==> config.mk <==
export PLATFORM = sky130hd
export DESIGN_NAME = jedro_1_lsu_master
export DESIGN_NICKNAME = d
export VERILOG_FILES = /design/src/rtl/jedro_1_defines.sv /design/src/rtl/jedro_1_lsu_extend.sv /design/src/rtl/jedro_1_lsu_master.sv
export SDC_FILE = /design/constraint.sdc
export NUM_CORES = 1
export LEC_CHECK = 0
export ABC_AREA = 1
export BUFFER_PORTS_ARGS = -buffer_cell sky130_fd_sc_hd__buf_2
export CAP_MARGIN = 20
export CORE_MARGIN = 2
export CORE_UTILIZATION = 53
export DETAILED_ROUTE_END_ITERATION = 12
export PLACE_DENSITY = 0.92
export SYNTH_ARGS = -nofsm -noshare
export SYNTH_HDL_FRONTEND = slang
export SYNTH_SLANG_ARGS = --single-unit
==> constraint.sdc <==
create_clock -name clk_i -period 2.83 [get_ports clk_i]
set_clock_uncertainty 0.1 [all_clocks]
set_input_delay 0.283 -clock clk_i [delete_from_list [all_inputs] [get_ports clk_i]]
set_output_delay 0.283 -clock clk_i [all_outputs]
set_load 0.02 [all_outputs]
==> src/rtl/jedro_1_defines.sv <==
// Shared definitions for the jedro_1 load/store unit: funct3 encodings,
// byte-enable bases, FSM state type and command classification helpers.
package jedro_1_defines;

  localparam logic [2:0] LSU_B  = 3'b000;
  localparam logic [2:0] LSU_H  = 3'b001;
  localparam logic [2:0] LSU_W  = 3'b010;
  localparam logic [2:0] LSU_BU = 3'b100;
  localparam logic [2:0] LSU_HU = 3'b101;

  localparam logic [3:0] BE_BYTE = 4'b0001;
  localparam logic [3:0] BE_HALF = 4'b0011;
  localparam logic [3:0] BE_WORD = 4'b1111;

  typedef enum logic [2:0] {
    LSU_IDLE,
    LSU_STORE,
    LSU_LD_REQ,
    LSU_LD_WAIT,
    LSU_WB
  } lsu_state_t;

  function automatic logic lsu_illegal(input logic store, input logic [2:0] funct3);
    logic ill;
    if (store) ill = !(funct3 inside {LSU_B, LSU_H, LSU_W});
    else       ill = !(funct3 inside {LSU_B, LSU_H, LSU_W, LSU_BU, LSU_HU});
    return ill;
  endfunction

  // funct3[1:0] encodes the access size for every legal load/store.
  function automatic logic lsu_misaligned(input logic [2:0] funct3, input logic [1:0] off);
    logic mis;
    case (funct3[1:0])
      2'b01:   mis = off[0];
      2'b10:   mis = (off != 2'b00);
      default: mis = 1'b0;
    endcase
    return mis;
  endfunction

endpackage

==> src/rtl/jedro_1_lsu_extend.sv <==
// Load result formatting: selects the addressed byte/half lane of a read
// word and sign- or zero-extends it according to funct3.
module jedro_1_lsu_extend
  import jedro_1_defines::*;
(
  input  logic [31:0] rdata_i,
  input  logic [1:0]  off_i,
  input  logic [2:0]  funct3_i,
  output logic [31:0] data_o
);

  logic [7:0]  byte_sel;
  logic [15:0] half_sel;

  always_comb begin
    byte_sel = rdata_i[{off_i, 3'b000} +: 8];
    half_sel = rdata_i[{off_i[1], 4'b0000} +: 16];
    case (funct3_i)
      LSU_B:   data_o = {{24{byte_sel[7]}}, byte_sel};
      LSU_H:   data_o = {{16{half_sel[15]}}, half_sel};
      LSU_BU:  data_o = {24'b0, byte_sel};
      LSU_HU:  data_o = {16'b0, half_sel};
      default: data_o = rdata_i;
    endcase
  end

endmodule

==> src/rtl/jedro_1_lsu_master.sv <==
// Load/store unit master: one command at a time towards a byte-write RAM
// with 1-cycle read latency; all outputs are registered.
module jedro_1_lsu_master
  import jedro_1_defines::*;
#(
  parameter int DATA_WIDTH     = 32,
  parameter int ADDR_WIDTH     = 32,
  parameter int REG_ADDR_WIDTH = 5
) (
  input  logic                      clk_i,
  input  logic                      rstn_i,
  input  logic                      cmd_valid_i,
  output logic                      cmd_ready_o,
  input  logic                      cmd_store_i,
  input  logic [2:0]                cmd_funct3_i,
  input  logic [ADDR_WIDTH-1:0]     cmd_addr_i,
  input  logic [DATA_WIDTH-1:0]     cmd_wdata_i,
  input  logic [REG_ADDR_WIDTH-1:0] cmd_rd_i,
  output logic                      ram_en_o,
  output logic [3:0]                ram_we_o,
  output logic [ADDR_WIDTH-1:0]     ram_addr_o,
  output logic [DATA_WIDTH-1:0]     ram_wdata_o,
  input  logic [DATA_WIDTH-1:0]     ram_rdata_i,
  output logic                      rf_we_o,
  output logic [REG_ADDR_WIDTH-1:0] rf_addr_o,
  output logic [DATA_WIDTH-1:0]     rf_data_o,
  output logic                      misaligned_o,
  output logic                      illegal_o
);

  lsu_state_t state_q, state_d;

  logic                      cmd_ready_q, cmd_ready_d;
  logic                      ram_en_q, ram_en_d;
  logic [3:0]                ram_we_q, ram_we_d;
  logic [ADDR_WIDTH-1:0]     ram_addr_q, ram_addr_d;
  logic [DATA_WIDTH-1:0]     ram_wdata_q, ram_wdata_d;
  logic                      rf_we_q, rf_we_d;
  logic [REG_ADDR_WIDTH-1:0] rf_addr_q, rf_addr_d;
  logic [DATA_WIDTH-1:0]     rf_data_q, rf_data_d;
  logic                      misaligned_q, misaligned_d;
  logic                      illegal_q, illegal_d;
  logic [2:0]                funct3_q, funct3_d;
  logic [1:0]                off_q, off_d;
  logic [REG_ADDR_WIDTH-1:0] rd_q, rd_d;

  logic                  accept;
  logic                  cmd_ill;
  logic                  cmd_mis;
  logic                  cmd_go;
  logic [3:0]            be_base;
  logic [DATA_WIDTH-1:0] store_data;
  logic [DATA_WIDTH-1:0] ext_data;

  assign accept  = cmd_valid_i & cmd_ready_q;
  assign cmd_ill = lsu_illegal(cmd_store_i, cmd_funct3_i);
  assign cmd_mis = lsu_misaligned(cmd_funct3_i, cmd_addr_i[1:0]);
  assign cmd_go  = accept & ~cmd_ill & ~cmd_mis;

  jedro_1_lsu_extend u_extend (
    .rdata_i  (ram_rdata_i),
    .off_i    (off_q),
    .funct3_i (funct3_q),
    .data_o   (ext_data)
  );

  always_ff @(posedge clk_i or negedge rstn_i) begin
    if (!rstn_i) begin
      state_q      <= LSU_IDLE;
      cmd_ready_q  <= 1'b1;
      ram_en_q     <= 1'b0;
      ram_we_q     <= 4'b0;
      ram_addr_q   <= '0;
      ram_wdata_q  <= '0;
      rf_we_q      <= 1'b0;
      rf_addr_q    <= '0;
      rf_data_q    <= '0;
      misaligned_q <= 1'b0;
      illegal_q    <= 1'b0;
      funct3_q     <= 3'b0;
      off_q        <= 2'b0;
      rd_q         <= '0;
    end else begin
      state_q      <= state_d;
      cmd_ready_q  <= cmd_ready_d;
      ram_en_q     <= ram_en_d;
      ram_we_q     <= ram_we_d;
      ram_addr_q   <= ram_addr_d;
      ram_wdata_q  <= ram_wdata_d;
      rf_we_q      <= rf_we_d;
      rf_addr_q    <= rf_addr_d;
      rf_data_q    <= rf_data_d;
      misaligned_q <= misaligned_d;
      illegal_q    <= illegal_d;
      funct3_q     <= funct3_d;
      off_q        <= off_d;
      rd_q         <= rd_d;
    end
  end

  always_comb begin
    state_d = state_q;
    case (state_q)
      LSU_IDLE:    if (cmd_go) state_d = cmd_store_i ? LSU_STORE : LSU_LD_REQ;
      LSU_STORE:   state_d = LSU_IDLE;
      LSU_LD_REQ:  state_d = LSU_LD_WAIT;
      LSU_LD_WAIT: state_d = LSU_WB;
      LSU_WB:      state_d = LSU_IDLE;
      default:     state_d = LSU_IDLE;
    endcase
  end

  always_comb begin
    case (cmd_funct3_i[1:0])
      2'b00: begin
        be_base    = BE_BYTE;
        store_data = {4{cmd_wdata_i[7:0]}};
      end
      2'b01: begin
        be_base    = BE_HALF;
        store_data = {2{cmd_wdata_i[15:0]}};
      end
      default: begin
        be_base    = BE_WORD;
        store_data = cmd_wdata_i;
      end
    endcase
  end

  // Registered outputs are computed for the state being entered, so the
  // access and writeback strobes line up with STORE/LD_REQ/WB.
  always_comb begin
    cmd_ready_d  = (state_d == LSU_IDLE);
    ram_en_d     = 1'b0;
    ram_we_d     = 4'b0;
    ram_addr_d   = ram_addr_q;
    ram_wdata_d  = '0;
    rf_we_d      = 1'b0;
    rf_addr_d    = rf_addr_q;
    rf_data_d    = rf_data_q;
    misaligned_d = 1'b0;
    illegal_d    = 1'b0;
    funct3_d     = funct3_q;
    off_d        = off_q;
    rd_d         = rd_q;
    if (accept) begin
      funct3_d     = cmd_funct3_i;
      off_d        = cmd_addr_i[1:0];
      rd_d         = cmd_rd_i;
      illegal_d    = cmd_ill;
      misaligned_d = ~cmd_ill & cmd_mis;
    end
    if (cmd_go) begin
      ram_en_d   = 1'b1;
      ram_addr_d = {cmd_addr_i[ADDR_WIDTH-1:2], 2'b00};
      if (cmd_store_i) begin
        ram_we_d    = be_base << cmd_addr_i[1:0];
        ram_wdata_d = store_data;
      end
    end
    if (state_q == LSU_LD_WAIT) begin
      rf_we_d   = (rd_q != '0);
      rf_addr_d = rd_q;
      rf_data_d = ext_data;
    end
  end

  assign cmd_ready_o  = cmd_ready_q;
  assign ram_en_o     = ram_en_q;
  assign ram_we_o     = ram_we_q;
  assign ram_addr_o   = ram_addr_q;
  assign ram_wdata_o  = ram_wdata_q;
  assign rf_we_o      = rf_we_q;
  assign rf_addr_o    = rf_addr_q;
  assign rf_data_o    = rf_data_q;
  assign misaligned_o = misaligned_q;
  assign illegal_o    = illegal_q;

endmodule

# Word level (Yosys, flattened, before mapping)
# Cells that the tools add are included.
# W data, S select, Z words.
word_totals:
  regBits: 121
  out_inout_bits: 110
  elab_cells: 61
classes:
  mux: 16
  bitwise_logic: 6
  n_shift: 3
  reduce_logical: 11
  eq_ne: 11
op_table:
  columns: ["operator", "count"]
  rows:
  - ["$pmux W32 S4", 1]
  - ["$mux W32", 2]
  - ["$pmux W32 S2", 1]
  - ["$shiftx A32 B6 Y16", 1]
  - ["$shiftx A32 B6 Y8", 1]
  - ["$eq A3 B3 Y1 const B", 4]
  - ["$logic_not A3 Y1", 4]
  - ["$reduce_bool A5 Y1", 2]
  - ["$eq A3 B2 Y1 const B", 3]
  - ["$pmux W3 S3", 1]
  - ["$mux W4", 2]
  - ["$pmux W4 S2", 1]
  - ["$eq A3 B1 Y1 const B", 2]
  - ["$mux W1", 5]
  - ["$and A1 B1 Y1", 4]
  - ["$shl A4 B2 Y4", 1]
  - ["$mux W3", 1]
  - ["$reduce_bool A3 Y1", 1]
  - ["$eq A2 B1 Y1 const B", 1]
  - ["$eq A2 B2 Y1 const B", 1]
  - ["$logic_not A1 Y1", 2]
  - ["$logic_not A2 Y1", 1]
  - ["$mux W2", 1]
  - ["$not A1 Y1", 2]
  - ["2 further kinds", 2]

# Logic depth before layout (Yosys ltp)
# Gate-level depths: netlist of run 1.
depth:
  word_depth: 10
  ltp_mapped: 12
  depth_no_buf: 10

# By module
# A second synthesis of run 1 with hierarchy kept.
hier_totals:
  hier_cells: 724
  hier_area_um2: 5666.7
modules_own_cells:
  columns: ["module", "area_per_inst_um2", "cells_per_inst", "seq_area_each_um2", "instances"]
  rows:
  - ["jedro_1_lsu_master", 4734.5, 522, 3029.2, 1]
  - ["jedro_1_lsu_extend", 932.1, 202, 0.0, 1]

# Worst setup path after synthesis of run 1
# OpenSTA, ideal clock, no wires.
synth_timing:
  kind: "in2reg"
  start: "in cmd_funct3_i[0]"
  end: "reg ram_addr_q[10] (netlist: ram_addr_o[10])"
  slack_ns: 1.187
  path_stages: 12
  arrival_time_ns: 1.479
  path_buffers: 3
  cell_sequence: "inv_1 -> ha_1 -> buf_6 -> nor2_4 -> nand2_1 -> nand2_2 -> nand2_4 -> nand3_2 -> buf_6 -> buf_6 -> nand2_1 -> nand2_1"
synth_between:
  elab_chain_cells: 7
  elab_cells_between_ends: 17
synth_rtl:
  columns: ["element", "line_no", "text"]
  rows:
  - ["from (decl)", "jedro_1_lsu_master.sv:15", "input logic [2:0] cmd_funct3_i,"]
  - ["$eq A3 B1 Y1 (tied with other cells)", "jedro_1_defines.sv:25, jedro_1_defines.sv:26", null]
  - ["$reduce_bool A5 Y1 / $reduce_bool A3 Y1 (equally long branches)", "jedro_1_defines.sv:26, jedro_1_defines.sv:25", null]
  - ["$logic_not A1 Y1 (on tied branches)", "jedro_1_defines.sv:26, jedro_1_defines.sv:25", null]
  - ["$mux W1", "jedro_1_defines.sv:25", "if (store) ill = !(funct3 inside {LSU_B, LSU_H, LSU_W});"]
  - ["$not A1 Y1", "jedro_1_lsu_master.sv:58", "assign cmd_go = accept & ~cmd_ill & ~cmd_mis;"]
  - ["$and A1 B1 Y1", "jedro_1_lsu_master.sv:58", null]
  - ["$and A1 B1 Y1 (*)", "jedro_1_lsu_master.sv:58", null]
  - ["to (signal assigned)", "jedro_1_lsu_master.sv:88", "ram_addr_q <= ram_addr_d;"]
  - ["to (decl)", "jedro_1_lsu_master.sv:36", "logic [ADDR_WIDTH-1:0] ram_addr_q, ram_addr_d;"]
# Mark *: on every way between the ends. The rest lies on a longest branch, timed or not.
# A chain may end at the register's enable or synchronous reset.

# Worst setup path after layout of run 1
layout_timing:
  start: "reg cmd_ready_q (netlist: cmd_ready_o)"
  end: "reg ram_wdata_q[18] (netlist: ram_wdata_o[18])"
layout_between:
  elab_chain_cells: 4
layout_rtl:
  columns: ["element", "line_no", "text"]
  rows:
  - ["from (decl)", "jedro_1_lsu_master.sv:33", "logic cmd_ready_q, cmd_ready_d;"]
  - ["from (signal assigned)", "jedro_1_lsu_master.sv:85", "cmd_ready_q <= cmd_ready_d;"]
  - ["$and A1 B1 Y1", "jedro_1_lsu_master.sv:55", "assign accept = cmd_valid_i & cmd_ready_q;"]
  - ["$and A1 B1 Y1 (2 in series)", "jedro_1_lsu_master.sv:58", null]
  - ["$mux W32", "jedro_1_lsu_master.sv:153", "if (cmd_go) begin"]
  - ["named net ram_wdata_d[18]", "jedro_1_lsu_master.sv:37", "logic [DATA_WIDTH-1:0] ram_wdata_q, ram_wdata_d;"]
  - ["to (signal assigned)", "jedro_1_lsu_master.sv:89", "ram_wdata_q <= ram_wdata_d;"]
  - ["to (decl)", "jedro_1_lsu_master.sv:37", null]
# The timed path passes the listed nets, and every way through them passes these cells.

==> metrics.md, run 1 <==
| Metric | Value |
|---|---|
| Status | `complete, no violations` |
| Critical path class | `reg2reg` |
| Final HPWL from detailed placement | `around 11000 um` |
| Worst rel slew slack | `0.612` |
| Final TNS setup | `0 ns` |
| TritonCTS Buffers | `17` |
| Drt drc | `0` |
| WP data arrival | `3.01 ns` |
| Routed via count | `a little under 6000` |
| CTS tree | `yes` |
| Highest-delay cell along the critical path | `dlygate4sd3_1` |
| First-pass GRT wire length | `a little under 30000 um` |
| WL/cell | `~17 um` |
| PwrDens | `approximately 970 nW/um^2` |
| Worst-Skew Late Latency | `0.50 ns` |
| Reg2Reg Depth | `5` |
| Worst Path Max Fanout | `13` |
| Max-cap violations | `0` |
| Final Critical Period | `approximately 2.7 ns` |
| Startpoint Class | `flop` |
| Vias/cell | `~5.4` |
| CTS hold repair buffers | `~80` |
| Largest stage delay, worst path | `about 0.63 ns` |
| Layout cells sized above 1 | `0.291` |
| Hold Crit Class | `in2reg` |
| Final non-filler cell total | `about 1100` |
| Combinational cell fraction of total power | `0.383` |
| Row count | `37` |
| Antenna Cells | `0` |
| DRT iter0 DRCs | `~410` |
| Slew Limit Fails | `0` |
| Initial Utilization | `0.540` |
| Yosys Warn Count | `0` |
| Root Buffer | `clkbuf_8` |
| Post CTS Setup Buffer Count | `0` |
| Clock group share of total power | `0.260` |
| Sw Ratio | `0.413` |
| Core Util, Final | `0.781` |
| R2r setup slk | `0.15 ns` |
| CP cell instances | `nand2_1 -> inv_1 -> nand4_2 -> a21oi_1 -> dlygate4sd3_1` |
| H-tree depth | `4` |
| Clock transition at path regs | `around 0.060 ns` |
| Avg Inst Size Synth | `slightly above 8 um^2` |
| Net switching power | `3.19 mW` |
| IO Port Bufs | `215` |
| Final hold viol count | `0` |
| Internal power | `4.53 mW` |
| Grt ovf | `0` |
| Total GRT Usage | `0.345` |
| DRT Wirelength | `roughly 19000 um` |
| Initial antenna violation count | `0` |
| Largest net degree at the start of global routing | `slightly below 70` |
| Ys async rst share | `1.00` |
| Critical path capture point type | `flop` |
| Tcrit/Tclk final | `0.947` |
| Leak | `~4.4 nW` |
| Main flop type after synthesis | `dfrtp_1` |
| Worst-Margin Slew | `approximately 0.58 ns` |
| Sequential power share | `0.357` |
| RSZ-0062 raised after global routing | `no` |
| # fillers | `640` |
| Clock Sinks | `121` |
| Max Freq | `approximately 370 MHz` |
| Max IR drop VDD | `0.635 mV` |
| Drt first pass iters | `6` |
| Post-synthesis instance area | `5500 um^2` |
| Gp weighted congestion | `a little over 0.9` |
| WP data required | `roughly 3.2 ns` |
| Post-synth EDFFs | `0` |
| Synth-to-Final Area Change | `44.7%` |
| Synth cell types | `31` |
| Core ar. | `between 10000 and 15000 um^2` |
| Remaining antenna violation count after routing | `0` |
| Post-cts resize count | `0` |
| Hold path depth | `3` |
| Final setup violating endpoints | `0` |
| Die W | `approximately 110 um` |
| Die area | `11200 um^2` |
| Layout Nets | `~1100` |
| Worst hold margin | `between 0.015 and 0.02 ns` |
| Top-Level Pins | `218` |
| Number of synthesized register bits | `121` |
| Clock tree buffer depth | `2` |
| Seq/Total Area, Yosys | `0.551` |
| Vias in the first global route | `5896` |
| DP Cell Count | `roughly 990` |
| Synthesized instance count | `roughly 660` |
| Die height | `between 100 and 150 um` |
Yosys cell counts, types with 2 or more instances:
cell type,number,area share
a21oi_1,33,0.030
a21oi_2,7,0.011
a41oi_1,4,0.0064
buf_2,13,0.012
buf_4,3,0.0041
buf_6,6,0.012
clkbuf_1,12,0.0082
clkinv_1,2,0.0014
dfrtp_1,120,0.55
ha_1,4,0.0091
inv_1,60,0.041
inv_2,3,0.0020
nand2_1,226,0.15
nand2_2,9,0.010
nand3_1,20,0.018
nand3_2,2,0.0036
nand4_1,2,0.0023
nor2_1,61,0.042
o2111ai_1,2,0.0032
o211ai_1,5,0.0068
o21ai_0,42,0.038
o21bai_1,16,0.022
kinds of logic after synthesis:
| family | Yosys count | share of synthesized area |
|---|---|---|
| AOI/OAI and AO/OA | 110 | 0.119 |
| other | 1 | 0.000682 |
| adders and majority gates | 4 | 0.00911 |
| and+or+nand+nor | 325 | 0.239 |
| DFF | 121 | 0.551 |
| buffers and inverters | 100 | 0.0815 |
power by group through the flow:
stage                     sequential, mW  combinational, mW  clock [mW]
final                               2.75               2.96        2.01
after global routing                2.81               3.23        2.11
after CTS                           2.72               2.88        2.02
after detailed placement            2.73               2.79           0
after global placement              2.72               2.70           0
after floorplan                     3.30               1.27           0
placed cells by master, fill, tap and decap left out, types with 2 or more instances in the layout:
cell / n
inv_6: 3
a21oi_1: 33
nand3_2: 2
clkbuf_16: 16
nand2_1: 226
dlygate4sd3_1: 79
clkinvlp_4: 3
nand3_1: 20
o21bai_1: 16
o2111ai_1: 2
ha_1: 4
a41oi_1: 4
clkinv_1: 2
o21ai_0: 42
clkbuf_8: 2
clkinv_4: 3
buf_4: 7
nand2_2: 9
clkinv_2: 3
a21oi_2: 7
buf_2: 214
o211ai_1: 5
nor2_1: 61
inv_1: 60
conb_1: 2
dfrtp_1: 120
nand4_1: 2
inv_2: 3
worst max-delay path: cells and delay by family (launching register included):
| kind | cells | cell delay [ns] |
|---|---|---|
| simple gates | 2 | 0.62 |
| compound gates | 1 | 0.36 |
| flops | 1 | 0.53 |
| buf+inv | 2 | 1.00 |
sequential cells by signal, summed over array words and instances (netlist names):
name / cells
off_q: 2
funct3_q: 3
state_q: 3
rf_addr_o: 5
ram_we_o: 4
rd_q: 5
misaligned_o: 1
ram_addr_o: 30
ram_en_o: 1
cmd_ready_o: 1
ram_wdata_o: 32
rf_data_o: 32
illegal_o: 1
rf_we_o: 1
layout make-up:
| type | instances | area [um^2] | share of cell area |
|---|---|---|---|
| sequential | 121 | 3030 | 0.381 |
| tap | 136 | 170 | 0.0214 |
| inverter | 65 | 244 | 0.0307 |
| clock inverter | 13 | 120 | 0.0151 |
| clock buffer | 19 | 432 | 0.0543 |
| timing repair buffer | 301 | 1930 | 0.243 |
| multi-input combinational | 441 | 2020 | 0.254 |
routing by layer:
| layer | vias to the layer above | track usage | wire [um] |
|---|---|---|---|
| met5 | - | 0 | 0 |
| met2 | 464 | 0.568 | 9190 |
| li1 | 2635 | - | - |
| met4 | 0 | 0.198 | 1030 |
| met3 | 94 | 0.0748 | 1830 |
| met1 | 2720 | 0.418 | 7020 |
through the flow:
step	instance area [um^2]	power (mW)	worst slack, ns
floorplan	5500	4.57	1.19
global placement	6610	5.42	0.633
detailed placement	6610	5.51	0.531
CTS	7950	7.62	0.376
global route	7950	8.15	0.0479
finish	7950	7.72	0.150
final timing paths:
| path | from | endpoint |
|---|---|---|
| max | cmd_ready_o | ram_wdata_o[18] |
| min | ram_rdata_i[3] | rf_data_o[3] |
| max reg2reg | cmd_ready_o | ram_wdata_o[18] |
| min reg2reg | rf_addr_o[4] | rf_addr_o[4] |
| max in group asynchronous | rstn_i | ram_addr_o[9] |
| min in group asynchronous | rstn_i | rf_we_o |
(Power assumes the default switching activity.)
==> run 2, diff against run 1 <==
CELL_PAD_IN_SITES_DETAIL_PLACEMENT = 1   (was default)
CELL_PAD_IN_SITES_GLOBAL_PLACEMENT = 2   (was default)
CORE_UTILIZATION = 29   (was 53)
PLACE_DENSITY = 0.91   (was 0.92)
SETUP_SLACK_MARGIN = 0.05   (was default)
==> run 2 against run 1 <==
Against the previous run: global-route usage down 15 points; first-iteration DRC count down 56%; count of clock-buffer cells in the layout is 1 higher; final cell count rose by 5.9%; setup slack improved by 0.45 ns; wire length down 0.58%; sequential share of layout area up 0.91 points; clock power is 6% higher; die area up 79%.
==> metrics.md, run 2 (synthesized netlist as in run 1, its figures left out) <==
| Metric | Value |
|---|---|
| Final Critical Period | `2.23 ns (-0.452 ns)` |
| Placed instance area | `6730 um^2 (+1.9%)` |
| Highest-delay cell along the critical path | `dfstp_2` |
| Worst-Skew Late Latency | `0.41 ns (-0.09 ns)` |
| Layout Nets | `1026 (-3.1%)` |
| Clock Sinks | `121 (unchanged)` |
| Core Util, Final | `0.417 (-0.364)` |
| Status | `complete, no violations` |
| CP cell instances | `nand2_1 -> inv_1 -> nand4_2 -> buf_4 -> inv_2 -> nand2_1 -> a21oi_1` |
| Final TNS setup | `0 ns (unchanged)` |
| Total GRT Usage | `0.197 (-0.147)` |
| H-tree depth | `4 (unchanged)` |
| Clock transition at path regs | `0.07 ns (about the same)` |
| Leak | `4.24 nW (-3.5%)` |
| DRT Wirelength | `19000 um (-0.58%)` |
| Leading cell type in the layout, fill and taps excluded | `nand2_1` |
| Crit-path most repeated cell | `nand2_1` |
| Largest net degree at the start of global routing | `78 (+13%)` |
| Top-Level Pins | `218 (unchanged)` |
| Initial Utilization | `0.295 (-0.245)` |
| Final HPWL from detailed placement | `12900 um (+20%)` |
| Final setup violating endpoints | `0 (unchanged)` |
| Final instance area | `7770 um^2 (-2.3%)` |
| Routed via count | `5399 (-8.7%)` |
| Layout cells sized above 1 | `0.301 (+0.0103)` |
| Synth-to-Final Area Change | `41.3%` |
| Max Freq | `449 MHz (+20%)` |
| Remaining antenna violation count after routing | `0 (unchanged)` |
| Drt drc | `0 (unchanged)` |
| Design Power | `7.76 mW (+0.47%)` |
| Die W | `142 um (+34%)` |
| RSZ-0062 raised after global routing | `no` |
| Critical path class | `reg2reg` |
| Root Buffer | `clkbuf_16` |
| CTS hold repair buffers | `46 (-42%)` |
| Clock tree buffer depth | `2 (unchanged)` |
| PwrDens | `999 nW/um^2 (+2.9%)` |
| Final hold viol count | `0 (unchanged)` |
| Final worst slack | `0.603 ns (+0.452 ns)` |
| Crit-path leading delay family | `buffers and inverters` |
| Worst Path Max Fanout | `13 (unchanged)` |
| Largest stage delay, worst path | `0.53 ns (-0.10 ns)` |
| First-pass GRT wire length | `30900 um (+4.3%)` |
| Critical path capture point type | `flop` |
| Row count | `50 (+35%)` |
| Most frequent cells in the layout | `226 x nand2_1, 214 x buf_2, 120 x dfrtp_1` |
| Post-cts resize count | `0 (unchanged)` |
| Vias in the first global route | `5935 (+0.66%)` |
| Tcrit/Tclk final | `0.787 (-0.160)` |
| IO Port Bufs | `215 (unchanged)` |
| Die height | `142 um (+34%)` |
| Post CTS Setup Buffer Count | `0 (unchanged)` |
| Max IR drop VDD | `0.466 mV (-27%)` |
| Drt first pass iters | `5 (-1)` |
| Antenna Cells | `0 (unchanged)` |
| Slew Limit Fails | `0 (unchanged)` |
| Initial antenna violation count | `0 (unchanged)` |
| Worst-Margin Slew | `0.619 ns (+0.0371 ns)` |
| Grt ovf | `0 (unchanged)` |
| WP data arrival | `2.47 ns (-0.54 ns)` |
| WL/cell | `16.3 um (-6.1%)` |
| Die area | `20100 um^2 (+79%)` |
| Placement Setup Slack | `0.591 ns (+0.0591 ns)` |
| TritonCTS Buffers | `17 (unchanged)` |
| Startpoint Class | `flop` |
| Worst rel slew slack | `0.587 (-0.0247)` |
| DRT iter0 DRCs | `180 (-56%)` |
| Max-cap violations | `0 (unchanged)` |
| WP data required | `3.07 ns (-0.10 ns)` |
| Hold Crit Class | `in2reg` |
| Gp weighted congestion | `0.787 (-13%)` |
| Core ar. | `18600 um^2 (+83%)` |
| Vias/cell | `4.65 (-14%)` |
| CTS tree | `yes` |
| WP buf/inv | `3 (+1)` |
-- run 2: cell types whose count changed in the layout (fill, tap and decap cells not counted) --
cell,before,now
dlygate4sd3_1,79,46
clkinv_2,3,1
clkbuf_16,16,17
clkinvlp_4,3,4
-- run 2: where the power goes --
group	total, mW	internal [mW]	switching [mW]	leakage [nW]
logic	2.90	0.974	1.93	2.43
clock network	2.13	1.26	0.862	0.270
registers	2.73	2.34	0.396	1.54
-- run 2: layout make-up --
| cell class | count | area [um^2] |
|---|---|---|
| clock buffers | 20 | 457 |
| clock inverters | 12 | 118 |
| fillers | 2315 | 10900 |
| inverters | 65 | 244 |
| multi-input cells | 441 | 2020 |
| flip-flops and latches | 121 | 3030 |
| well taps | 234 | 293 |
| repair buffers | 268 | 1600 |
-- run 2: worst register-to-register path: cells and delay by family, from the launching register on --
family / cells / cell delay (ns)
AOI/OAI and AO/OA: 1 / 0.15
DFF: 1 / 0.53
buffers and inverters: 3 / 0.85
and+or+nand+nor: 3 / 0.51
-- run 2: metrics by stage --
stage	cells	hold WS, ns
after global placement	1083	0.241
after CTS	1161	0.0000492
after floorplan	662	-0.113
final	1161	0.0192
after global routing	1161	0.00672
after detailed placement	1083	0.248
-- run 2: routing by layer --
| metal | vias to the layer above | GRT usage | part of all wire |
|---|---|---|---|
| met5 | - | 0 | 0 |
| met2 | 203 | 0.330 | 0.48 |
| met4 | 0 | 0.0647 | 0.014 |
| met1 | 2606 | 0.244 | 0.42 |
| li1 | 2567 | - | - |
| met3 | 23 | 0.0618 | 0.081 |
-- run 2: worst paths after layout --
path	cells past startpoint	from	to	slack, ns
setup / recovery	7	cmd_ready_o	ram_wdata_o[15]	0.60
hold reg to reg	2	rf_addr_o[4]	rf_addr_o[4]	0.37
max in group asynchronous	3	rstn_i	ram_addr_o[19]	1.42
min in group asynchronous	2	rstn_i	rf_data_o[13]	0.33
setup reg to reg	7	cmd_ready_o	ram_wdata_o[15]	0.60
hold / removal	3	cmd_wdata_i[12]	ram_wdata_o[12]	0.02
==> run 3, diff against run 2 <==
ABC_AREA = 0   (was 1)
PLACE_DENSITY = 0.86   (was 0.91)
clock period = 2.1 ns   (was 2.83 ns; I/O delays follow)
==> run 3 against run 2 <==
Against the previous run: first-iteration DRC count grew 5.6%; sequential power up 33%; combinational power up 32%; critical path type is now in2reg; critical endpoint is now ram_wdata_o[13]; largest cell class unchanged; largest power group unchanged.
==> metrics.md, run 3 <==
| Metric | Value |
|---|---|
| IO Port Bufs | `215 (unchanged)` |
| Yosys Warn Count | `0 (unchanged)` |
| Avg Inst Size Synth | `10.9 um^2 (+31%)` |
| Tcrit/Tclk final | `0.884` |
| Die W | `139 um (-1.6%)` |
| Max-cap violations | `0 (unchanged)` |
| Ys async rst share | `1.00 (unchanged)` |
| R2r setup slk | `0.26 ns (-0.34 ns)` |
| Initial antenna violation count | `2 (+2)` |
| Layout cells sized above 1 | `0.399 (+0.0975)` |
| Post-synth top area cell | `dfrtp_1` |
| Leak | `4.28 nW (+0.92%)` |
| Final HPWL from detailed placement | `13500 um (+4.9%)` |
| Drt drc | `0 (unchanged)` |
| Most frequent cell after synthesis | `dfrtp_1` |
| Core ar. | `18000 um^2 (-3.6%)` |
| Design Power | `10.7 mW (+38%)` |
| Hold Crit Class | `in2reg` |
| Final setup violating endpoints | `0 (unchanged)` |
| M1 WL | `7560 um (-6.0%)` |
| Seq/Total Area, Yosys | `0.570 (+0.0189)` |
| WL/cell | `19.0 um (+16%)` |
| Top-Level Pins | `218 (unchanged)` |
| Number of synthesized register bits | `121 (unchanged)` |
| Die height | `139 um (-1.6%)` |
| Final TNS setup | `0 ns (unchanged)` |
| Gp weighted congestion | `0.876 (+11%)` |
| Synth cell types | `51 (+65%)` |
| Vias in the first global route | `5670 (-4.5%)` |
| Clock Sinks | `121 (unchanged)` |
| Startpoint Class | `input pin` |
| Hold EP | `rf_data_o[6]` |
| Post-synthesis instance area | `5310 um^2 (-3.3%)` |
| Reg2Reg Depth | `5 (-2)` |
| Remaining antenna violation count after routing | `0 (unchanged)` |
| Largest net degree at the start of global routing | `71 (-9.0%)` |
| H-tree depth | `4 (unchanged)` |
| WP data required | `2.32 ns (-0.75 ns)` |
| Leading cell type in the layout, fill and taps excluded | `buf_2` |
| Max Freq | `approximately 540 MHz` |
| Hold path depth | `3 (unchanged)` |
| Max IR drop VDD | `0.628 mV (+35%)` |
| Grt ovf | `0 (unchanged)` |
| Share of the synthesized area in the top cell type | `0.565 (+0.0188)` |
| Die area | `19400 um^2 (-3.2%)` |
| Worst-Skew Late Latency | `0.41 ns (about the same)` |
| First-pass GRT wire length | `31600 um (+2.3%)` |
| Initial Utilization | `0.296 (+0.000982)` |
| Final Critical Period | `1.86 ns` |
| RSZ-0062 raised after global routing | `no` |
| Clock transition at path regs | `0.06 ns (about the same)` |
| DRT iter0 DRCs | `190 (+5.6%)` |
| CTS tree | `yes` |
| Synthesized instance count | `489 (-26%)` |
| Main flop type after synthesis | `dfrtp_1` |
| Post-synth EDFFs | `0 (unchanged)` |
| TritonCTS Buffers | `17 (unchanged)` |
| # fillers | `2043 (-12%)` |
| Total GRT Usage | `0.210 (+0.0129)` |
| Routed via count | `4996 (-7.5%)` |
| PwrDens | `1310 nW/um^2 (+31%)` |
| DRT Wirelength | `19800 um (+4.2%)` |
| Root Buffer | `clkbuf_16` |
| Final hold viol count | `0 (unchanged)` |
| Critical path class | `in2reg` |
| Vias/cell | `4.81 (+3.4%)` |
| Worst R2R End | `rf_data_o[1]` |
| WP data arrival | `2.08 ns (-0.39 ns)` |
| RR Startpoint | `funct3_q[0]` |
| Most frequent cells in the layout | `214 x buf_2, 120 x dfrtp_1, 101 x nand2_1` |
| Area contributors post-synth | `dfrtp_1 57%, mux2_4 8.2%, nand2_1 7.1%` |
| Drt first pass iters | `4 (-1)` |
| Top Layer Used | `met4` |
| Layout Nets | `907 (-12%)` |
| Critical path capture point type | `flop` |
| Top cells by count, synth | `120 x dfrtp_1, 101 x nand2_1, 45 x a21oi_1, 33 x nand3_1, 29 x mux2_4` |
| Worst Path Max Fanout | `24 (+11)` |
| Met2 routed WL | `10300 um (+13%)` |
| Row count | `49 (-2.0%)` |
| Worst hold start | `ram_rdata_i[6]` |
| Status | `complete, no violations` |
| Slew Limit Fails | `0 (unchanged)` |
| Met3 wire length | `1180 um (-23%)` |
| Synth-to-Final Area Change | `54.3%` |
| Clock tree buffer depth | `2 (unchanged)` |
[run 3: changes by cell type after synthesis, moves of 7 or more]
cell,delta
a31oi_1,+9
mux2_2,+12
o21bai_1,-13
buf_2,-7
nand2_2,-9
nand3_1,+13
and2_1,+8
nor2_1,-54
inv_1,-46
o21ai_0,-29
a21oi_1,+12
mux2_4,+29
nand2_1,-125
[run 3: cell families after synthesis]
family	synth area share
buffers and inverters	0.0388
and+or+nand+nor	0.154
DFF	0.570
other	0.000706
adders and majority gates	0.00942
muxes	0.113
AOI/OAI and AO/OA	0.113
[run 3: cell type report]
| cell class | instances | area [um^2] | share of cell area |
|---|---|---|---|
| Inverter | 15 | 56.3 | 0.00687 |
| Multi-Input combinational cell | 324 | 2090 | 0.255 |
| Antenna cell | 2 | 5.00 | 0.000610 |
| Sequential cell | 121 | 3030 | 0.369 |
| Tap cell | 229 | 287 | 0.0349 |
| Timing Repair Buffer | 316 | 2070 | 0.253 |
| Clock buffer | 18 | 439 | 0.0536 |
| Clock inverter | 14 | 220 | 0.0269 |
[run 3: stage by stage]
stage | instance area, um^2 | hold slack [ns] | instances | setup slack (ns) | util
global placement | 6740 | 0.0662 | 926 | 0.138 | 0.375
global route | 8200 | 0.0147 | 1039 | 0.128 | 0.457
floorplan | 5320 | -0.186 | 490 | 0.276 | -
CTS | 8190 | 0.000828 | 1037 | 0.114 | 0.456
detailed placement | 6740 | 0.0648 | 926 | 0.00357 | 0.375
finish | 8200 | 0.0136 | 1039 | 0.243 | 0.457
[run 3: what timing repair did]
item / in CTS / in global routing
resized for setup: 0 / 3
setup endpoints to repair: 0 / 18
buffers inserted: 0 / 0
hold buffers: 79 / 0
hold endpoints to repair: 102 / 0
[run 3: report_power, final]
group	total, mW	internal, mW	leakage, nW	switching (mW)
sequential	3.63	3.11	1.53	0.520
clock	3.27	2.14	0.309	1.13
combinational	3.84	1.63	2.43	2.22
[run 3: metal layers]
metal | GRT usage | vias to the layer above
met1 | 0.231 | 2471
met4 | 0.0957 | 0
li1 | - | 2301
met2 | 0.376 | 173
met5 | 0 | -
met3 | 0.0606 | 51
[run 3: worst max-delay path by stage]
stage                                from         endpoint  slack, ns  cells past startpoint
after global routing           state_q[1]    rf_data_o[19]       0.13                      5
after floorplan               cmd_ready_o   ram_addr_o[10]       0.28                      5
final                       cmd_addr_i[0]  ram_wdata_o[13]       0.24                      8
after global placement    cmd_funct3_i[0]  ram_wdata_o[26]       0.14                      9
after CTS                     funct3_q[1]    rf_data_o[19]       0.11                      4
after detailed placement  cmd_funct3_i[0]  ram_wdata_o[31]      0.004                      9
[run 3: critical path, cell delays in order]
cell and delay (ns):
dlygate4sd3_1 0.56, buf_2 0.18, o211a_1 0.17, a31oi_4 0.19, buf_4 0.16, nand4b_2 0.15, buf_4 0.26, a21oi_1 0.19
